$ cat src/rtl/lsu_seq.sv
// lsu_seq: registered load/store unit driving a Wishbone-classic single-cycle access with alignment check and ack timeout
module lsu_seq #(
  parameter int DATA_W  = 32,
  parameter int ADDR_W  = 32,
  parameter int TIMEOUT = 255
) (
  input  logic                   clk_i,
  input  logic                   rst_i,
  input  logic                   mem_req_i,
  output logic                   mem_ready_o,
  input  logic                   mem_we_i,
  input  logic [1:0]             mem_type_i,
  input  logic                   mem_sign_i,
  input  logic [ADDR_W-1:0]      mem_addr_i,
  input  logic [DATA_W-1:0]      mem_dat_i,
  output logic                   mem_valid_o,
  output logic [DATA_W-1:0]      mem_dat_o,
  output logic                   mem_err_o,
  output logic [1:0]             mem_err_code_o,
  output logic                   lsu_cyc_o,
  output logic                   lsu_stb_o,
  output logic                   lsu_we_o,
  output logic [DATA_W/8-1:0]    lsu_sel_o,
  output logic [ADDR_W-1:0]      lsu_addr_o,
  output logic [DATA_W-1:0]      lsu_dat_o,
  input  logic [DATA_W-1:0]      lsu_dat_i,
  input  logic                   lsu_ack_i,
  input  logic                   lsu_err_i
);
  localparam int NB = DATA_W / 8;
  localparam int OB = $clog2(NB);
  localparam int CW = $clog2(TIMEOUT + 1);
  typedef enum logic [1:0] {IDLE, BUS, RESP} state_t;
  state_t state, state_n;
  logic [3:0] size, size_q;
  logic [OB-1:0] off, off_q;
  logic bad, sign_q, timeout, done;
  logic [NB-1:0] sel_n;
  logic [DATA_W-1:0] rep, sh, mask, ld;
  logic [CW-1:0] cnt;
  logic [1:0] code;
  always_comb begin
    size = mem_type_i == 2'b11 ? 4'd4 : mem_type_i == 2'b10 ? 4'd2 : mem_type_i == 2'b01 ? 4'd1 : 4'd8;
    off = mem_addr_i[OB-1:0];
    bad = (mem_type_i == 2'b00 && DATA_W == 32) || ((off & OB'(size - 4'd1)) != '0);
    sel_n = NB'((9'd1 << size) - 9'd1) << off;
    rep = '0;
    for (int i = 0; i < NB; i++) rep[8*i +: 8] = mem_dat_i[8*(i % int'(size)) +: 8];
    // mask covers the low S bytes; its top bit picks out the sign of the loaded value
    sh = lsu_dat_i >> {off_q, 3'b000};
    mask = ~({DATA_W{1'b1}} << {size_q, 3'b000});
    ld = (sh & mask) | ((sign_q && |(sh & mask & ~(mask >> 1))) ? ~mask : '0);
    timeout = cnt == CW'(TIMEOUT - 1);
    done = lsu_err_i || lsu_ack_i || timeout;
    state_n = state == IDLE ? (mem_req_i ? (bad ? RESP : BUS) : IDLE) :
              state == BUS  ? (done ? RESP : BUS) : IDLE;
    mem_ready_o = state == IDLE;
    mem_valid_o = state == RESP;
    mem_err_o = mem_valid_o && code != 2'b00;
    mem_err_code_o = code;
  end
  always_ff @(posedge clk_i or posedge rst_i)
    if (rst_i) state <= IDLE;
    else state <= state_n;
  always_ff @(posedge clk_i or posedge rst_i)
    if (rst_i) begin
      size_q <= '0;
      off_q <= '0;
      sign_q <= 1'b0;
      cnt <= '0;
      code <= 2'b00;
      mem_dat_o <= '0;
      lsu_cyc_o <= 1'b0;
      lsu_stb_o <= 1'b0;
      lsu_we_o <= 1'b0;
      lsu_sel_o <= '0;
      lsu_addr_o <= '0;
      lsu_dat_o <= '0;
    end else if (state == IDLE && mem_req_i) begin
      size_q <= size;
      off_q <= off;
      sign_q <= mem_sign_i;
      cnt <= '0;
      code <= bad ? 2'b01 : 2'b00;
      if (bad) mem_dat_o <= '0;
      else begin
        lsu_cyc_o <= 1'b1;
        lsu_stb_o <= 1'b1;
        lsu_we_o <= mem_we_i;
        lsu_sel_o <= sel_n;
        lsu_addr_o <= {mem_addr_i[ADDR_W-1:OB], {OB{1'b0}}};
        lsu_dat_o <= rep;
      end
    end else if (state == BUS) begin
      if (done) begin
        lsu_cyc_o <= 1'b0;
        lsu_stb_o <= 1'b0;
        lsu_we_o <= 1'b0;
        lsu_sel_o <= '0;
        code <= lsu_err_i ? 2'b10 : lsu_ack_i ? 2'b00 : 2'b11;
        if (lsu_err_i || !lsu_ack_i) mem_dat_o <= '0;
        else if (!lsu_we_o) mem_dat_o <= ld;
      end else cnt <= cnt + 1'b1;
    end
endmodule

$ cat config.mk
export PLATFORM = sky130hd
export DESIGN_NAME = lsu_seq
export DESIGN_NICKNAME = d
export VERILOG_FILES = /design/src/rtl/lsu_seq.sv
export SDC_FILE = /design/constraint.sdc
export NUM_CORES = 1
export LEC_CHECK = 0
export BUFFER_PORTS_ARGS = -buffer_cell sky130_fd_sc_hd__buf_2
export CORE_UTILIZATION = 45
export CTS_CLUSTER_DIAMETER = 150
export DETAILED_ROUTE_END_ITERATION = 6
export HOLD_SLACK_MARGIN = 0.12
export PLACE_DENSITY = 0.76
export SYNTH_ARGS = -nofsm -noshare
export SYNTH_HDL_FRONTEND = slang
export SYNTH_SLANG_ARGS = --single-unit
$ cat constraint.sdc
create_clock -name clk_i -period 3.7 [get_ports clk_i]
set_input_delay 0.74 -clock clk_i [delete_from_list [all_inputs] [get_ports clk_i]]
set_output_delay 0.74 -clock clk_i [all_outputs]
set_load 0.05 [all_outputs]
==> results of run 1 <==
[per-stage QoR]
step	std cells	hold slack (ns)
after floorplan	590	0.437
after detailed placement	944	0.459
after CTS	976	0.472
after global routing	976	0.491
after global placement	944	0.453
final	976	0.466
[synthesized netlist by cell type, types with 2 or more instances]
library cell  number
nand2_1          147
dfrtp_1          119
nor2_1            40
o21ai_0           27
mux2i_1           26
a211o_1           23
a21oi_1           22
a22o_1            17
clkbuf_1          16
a32o_1            15
buf_2             13
ha_1              13
nor2b_1           11
inv_1             10
nor3_1            10
a221o_1            9
mux2_2             8
mux4_2             8
buf_1              4
and2_0             3
buf_4              3
o211ai_1           3
o21a_1             3
o22ai_1            3
inv_2              2
nand2b_1           2
nand3_1            2
o31ai_1            2
o32ai_1            2
or2_2              2
or3_1              2
xnor2_1            2
xor2_1             2
[final cells by class]
class | count | area [µm²]
fill | 1111 | 5020
clock buffer | 20 | 467
clock inverter | 12 | 125
timing repair buffer | 218 | 1120
inverter | 12 | 48.8
multi-input combinational | 423 | 2750
tap | 172 | 215
sequential | 119 | 2980
[registers in the layout (all words and copies together) (netlist names)]
signal	count
sign_q	1
cnt	8
mem_err_code_o	2
state	2
off_q	2
lsu_sel_o	4
lsu_dat_o	32
size_q	4
lsu_we_o	1
lsu_addr_o	30
lsu_stb_o	1
mem_dat_o	32
[routing by layer]
| layer | GRT usage [%] | share of wire [%] |
|---|---|---|
| met1 | 29.1 | 41 |
| met2 | 41.7 | 49 |
| met3 | 7.32 | 7.9 |
| met4 | 10.3 | 1.9 |
| met5 | 0 | 0 |
[final timing paths]
kind                                   to  cells after the start           start  slack, ns
setup / recovery            lsu_dat_o[13]                      9   mem_type_i[1]       0.88
hold / removal             lsu_addr_o[19]                      2  lsu_addr_o[19]       0.47
setup reg to reg            lsu_dat_o[13]                      7        state[0]       1.32
hold reg to reg            lsu_addr_o[19]                      2  lsu_addr_o[19]       0.47
max in group asynchronous    mem_dat_o[7]                      3           rst_i       2.73
min in group asynchronous    lsu_dat_o[0]                      3           rst_i       0.52
[cells by family after synthesis]
logic type / count (synthesis) / share of synthesized area (%)
AND/OR/NAND/NOR: 228 / 16.4
other: 1 / 0.0633
buffers and inverters: 48 / 3.50
XOR/XNOR: 4 / 0.591
multiplexers: 42 / 8.95
adder cells (fa/ha/maj): 13 / 2.74
AO/OA/AOI/OAI: 134 / 17.5
flip-flops: 119 / 50.2
[worst max-delay path, stage by stage]
cell and delay, ns:
buf_2 0.13, inv_1 0.13, ha_1 0.33, inv_2 0.12
a221oi_4 0.38, nand2_2 0.25, buf_4 0.39, nor2_1 0.48
a22o_1 0.20
[report_power, final]
part | switching (mW) | internal, mW | leakage, nW
Sequential | 0.208 | 1.60 | 1.56
Clock | 0.597 | 1.04 | 0.288
Combinational | 1.62 | 0.545 | 2.29
Total | 2.42 | 3.19 | 4.14
==> out/metrics.csv, run 1 <==
metric;value;unit
initial drt markers;293;
fraction of layout cells with a size suffix above 1;34.3;%
CTS H-tree lvls;4;
hpwl dp;11900;µm
largest area contributor in the netlist;dfrtp_1;
minimum clock period;2.82;ns
Die Ht;117;µm
ant diodes;0;
worst slack, placed;0.508;ns
Reg clk slew, reported paths;0.05;ns
Layout Utilization;60.5;%
Least-Margin Pin Slew;1.00;ns
average size of a mapped cell;10.1;µm²
max-slew violations;0;
CP Max Fanout;64;
Clock Sinks;119;
worst setup margin;0.883;ns
most frequent cells in the layout;buf_2, nand2_1, dfrtp_1, nor2_1, o21ai_0;
Main synth FF type;dfrtp_1;
DIE AREA;13600;µm²
core area;12700;µm²
post-route antenna net violation count;0;
CTS tree;built;
post-synthesis sequential area ratio;50.2;%
Post-Synthesis Cells;589;
Slew HR;33.3;%
first-pass GRT wire length;25100;µm
Yosys top cell area share;50.2;%
Crit. End Element;register;
WL per Instance;16.8;µm
grt total ovfl;0;
top cells by area, synth;dfrtp_1, nand2_1, mux2i_1;
Buffers on Ports;210;
post-synthesis register bit count;119;
GR Util All Layers;24.6;%
row count;41;
vias in the first global route;5110;
placed cell areas;7110;µm²
drt first pass iters;5;
post-CTS sizing;0;
Post-synth EDFFs;0;
Power, Total;5.61;mW
CTS Buf Count;17;
Syn Std Cell Area;5930;µm²
RSZ-0062 raised after global routing;no;
Final Cell Area;7700;µm²
largest net degree at the start of global routing;120;
Clock Tree Buf Depth;2;
post-CTS setup buffers;0;
Clock Skews;0.00572;ns
HP Class;reg -> reg;
FFs w/ async S/R, synth;100;%
Routed Wire Length;16400;µm
GPL Wtd Cong;0.930;
hold buffers post-CTS;0;
kind of critical path;in -> reg;
max_cap viols;0;
leakage power;4.14;nW
num ports;213;
Power Density;729;nW/µm²
Final period util;76.1;%
antenna violations before repair;0;
status;complete, no violations;
Clock Latency Late Sink;0.41;ns
CTS root buf;clkbuf_16;
count of cell types in the netlist;51;
initial core utilization;46.6;%
final count of hold timing violations;0;
Yosys Warn Count;0;
TNS Setup;0;ns
Final setup viols;0;
crit path launch type;primary input;
most common cell after layout, fill and taps aside;buf_2;
Layout Nets;909;
Die Wd;117;µm
Worst VDD drop;0.000523;V
Area Overhead vs Synth;30.0;%
Critical Path RT;4.05;ns
FMAX;355;MHz
critical path arrival;3.16;ns
DRC errors left;0;
Vias;5344;
post-DR vias/cell;5.48;
No activity file was read; power rests on OpenSTA's default activity.
==> run 2, diff against run 1 <==
==> constraint.sdc (replaced) <==
create_clock -name clk_i -period 2.3 [get_ports clk_i]
set_input_delay 0.46 -clock clk_i [delete_from_list [all_inputs] [get_ports clk_i]]
set_output_delay 0.46 -clock clk_i [all_outputs]
set_load 0.05 [all_outputs]
==> run 2 against run 1 <==
Net effect: non-clock buffer count rose by 18; worst setup slack got worse by 0.60 ns; count of clock-buffer cells in the layout rose by 4; register-to-register slack got worse by 1.0 ns; die area is the same; routed wire length is 5.1% higher; utilization rose by 1.2 points; cell count rose by 1.7%; clock skew up 0.011 ns; hold slack worse by 0.26 ns; critical path depth is 2 lower; critical endpoint is now mem_dat_o[31]; largest power group unchanged.
==> out/metrics.csv, run 2 (synthesized netlist as in run 1, its figures left out) <==
metric;value;unit;change
Net Sw Frac;43.3;%;was 43.2%
Worst VDD drop;0.000801;V;was 0.000523 V
Die Ht;117;µm;unchanged
GPL Wtd Cong;0.909;;was 0.930
CTS H-tree lvls;4;;unchanged
post-CTS setup buffers;0;;unchanged
DRC errors left;0;;unchanged
Layout Nets;927;;was 909
status;complete, no violations;;unchanged
Clock Skews;0.0164;ns;was 0.00572 ns
CTS tree;built;;unchanged
max-slew violations;0;;unchanged
hold buffers post-CTS;0;;unchanged
FMAX;496;MHz;
Die Wd;117;µm;unchanged
hpwl dp;12300;µm;was 11900 µm
Buffers on Ports;210;;unchanged
CP max stage delay;0.42;ns;was 0.48 ns
Gate power share;39.8;%;was 38.6%
Crit. End Element;register;;unchanged
Final period util;87.7;%;
Clock Tree Buf Depth;2;;unchanged
DIE AREA;13600;µm²;unchanged
Pint;5.09;mW;was 3.19 mW
post-CTS sizing;0;;unchanged
Slew HR;56.7;%;was 33.3%
top flop regs;lsu_dat_o (32), mem_dat_o (32), lsu_addr_o (30);;unchanged
Critical Path RT;2.59;ns;was 4.05 ns
WHS;0.202;ns;was 0.466 ns
first-pass GRT wire length;27000;µm;was 25100 µm
Routed Wire Length;17200;µm;was 16400 µm
Vias;5428;;was 5344
WL per Instance;17.3;µm;was 16.8 µm
Clock Sinks;119;;unchanged
most common cell after layout, fill and taps aside;buf_2;;unchanged
num ports;213;;unchanged
critical path arrival;2.31;ns;was 3.16 ns
minimum clock period;2.02;ns;
kind of critical path;reg -> reg;;was in -> reg
ant diodes;0;;unchanged
post-DR vias/cell;5.47;;was 5.48
CTS root buf;clkbuf_16;;unchanged
TNS Setup;0;ns;unchanged
crit path launch type;register;;was primary input
Cell Chain, Critical Path;inv_1 -> ha_1 -> nand3_1 -> o21a_1 -> o32a_1 -> buf_12 -> a221o_1;;was buf_2 -> inv_1 -> ha_1 -> inv_2 -> a221oi_4 -> nand2_2 -> buf_4 -> nor2_1 -> a22o_1
final count of hold timing violations;0;;unchanged
vias in the first global route;5546;;was 5110
row count;41;;unchanged
post-route antenna net violation count;0;;unchanged
R2R Setup Slk;0.28;ns;was 1.32 ns
initial core utilization;46.6;%;unchanged
grt total ovfl;0;;unchanged
Reg clk slew, reported paths;0.06;ns;was 0.05 ns
most frequent cells in the layout;buf_2, nand2_1, dfrtp_1, nor2_1, o21ai_0;;unchanged
Area Overhead vs Synth;32.6;%;was 30.0%
CTS Buf Count;17;;unchanged
Clk pwr share;27.8;%;was 29.2%
core area;12700;µm²;unchanged
Clock Latency Late Sink;0.42;ns;was 0.41 ns
HP Class;in -> async;;was reg -> reg
initial drt markers;369;;was 293
Power Density;1140;nW/µm²;was 729 nW/µm²
Power, Total;8.97;mW;was 5.61 mW
largest net degree at the start of global routing;120;;unchanged
Crit-path slowest cell;dfrtp_1;;was nor2_1
GR Util All Layers;26.3;%;was 24.6%
RSZ-0062 raised after global routing;no;;unchanged
switching power;3.88;mW;was 2.42 mW
antenna violations before repair;0;;unchanged
max_cap viols;0;;unchanged
Final setup viols;0;;unchanged
fraction of layout cells with a size suffix above 1;35.4;%;was 34.3%
leakage power;4.23;nW;was 4.14 nW
Least-Margin Pin Slew;0.650;ns;was 1.00 ns
register share of total power;32.3;%;about the same
CP Max Fanout;32;;was 64
drt first pass iters;5;;unchanged
## run 2: changes by cell type in the layout (fill, tap and decap cells not counted)
cell	change
clkinv_4	-1
inv_6	-1
buf_4	+14
nor2_1	-1
clkbuf_8	+1
buf_12	+4
bufinv_16	-1
clkinv_2	-3
nor2_2	+1
clkinvlp_4	+1
clkbuf_1	+3
## run 2: area by class of cell
| type | count | area, µm² |
|---|---|---|
| inverters | 12 | 48.8 |
| well taps | 172 | 215 |
| repair buffers | 236 | 1310 |
| clock inverters | 7 | 70.1 |
| multi-input cells | 423 | 2750 |
| clock buffers | 24 | 492 |
| fillers | 1078 | 4860 |
| flip-flops and latches | 119 | 2980 |
## run 2: metal layers
metal | GRT usage [%] | wire length, µm | part of all wire (%) | up-vias
met2 | 43.7 | 8570 | 50 | 273
met3 | 8.30 | 1430 | 8.3 | 33
met5 | 0 | 0 | 0 | -
met4 | 12.5 | 396 | 2.3 | 0
li1 | - | - | - | 2514
met1 | 30.9 | 6810 | 40 | 2608
## run 2: power by group through the flow
stage               clock network (mW)  registers [mW]  logic (mW)
finish                            2.50            2.90        3.57
global route                      2.63            2.96        3.79
CTS                               2.55            2.90        3.58
detailed placement                   0            2.91        3.57
global placement                     0            2.89        3.51
floorplan                            0            4.46        1.07
## run 2: metrics by stage
step | instances | cell area [µm²] | utilization (%) | setup WS, ns
floorplan | 590 | 5940 | - | 0.0550
global placement | 962 | 7300 | 57.4 | 0.107
detailed placement | 962 | 7300 | 57.4 | 0.0187
CTS | 993 | 7860 | 61.8 | 0.271
global route | 993 | 7860 | 61.8 | 0.188
finish | 993 | 7860 | 61.8 | 0.282
## run 2: path summary, 6_finish.rpt
kind | from | endpoint | depth (start not counted)
worst max register to register | cnt[0] | mem_dat_o[31] | 7
max in group asynchronous | rst_i | mem_dat_o[3] | 3
min in group clk_i | mem_addr_i[26] | lsu_addr_o[26] | 3
worst min register to register | lsu_addr_o[30] | lsu_addr_o[30] | 2
worst max-delay path | cnt[0] | mem_dat_o[31] | 7
worst min-delay path | rst_i | lsu_sel_o[0] | 3
## run 2: worst max-delay path, delay by kind of cell, from the launching register on
kind | cells | cell delay (ns)
compound gates | 3 | 0.96
flops | 1 | 0.42
buf+inv | 2 | 0.25
fa+ha+maj | 1 | 0.14
simple gates | 1 | 0.12
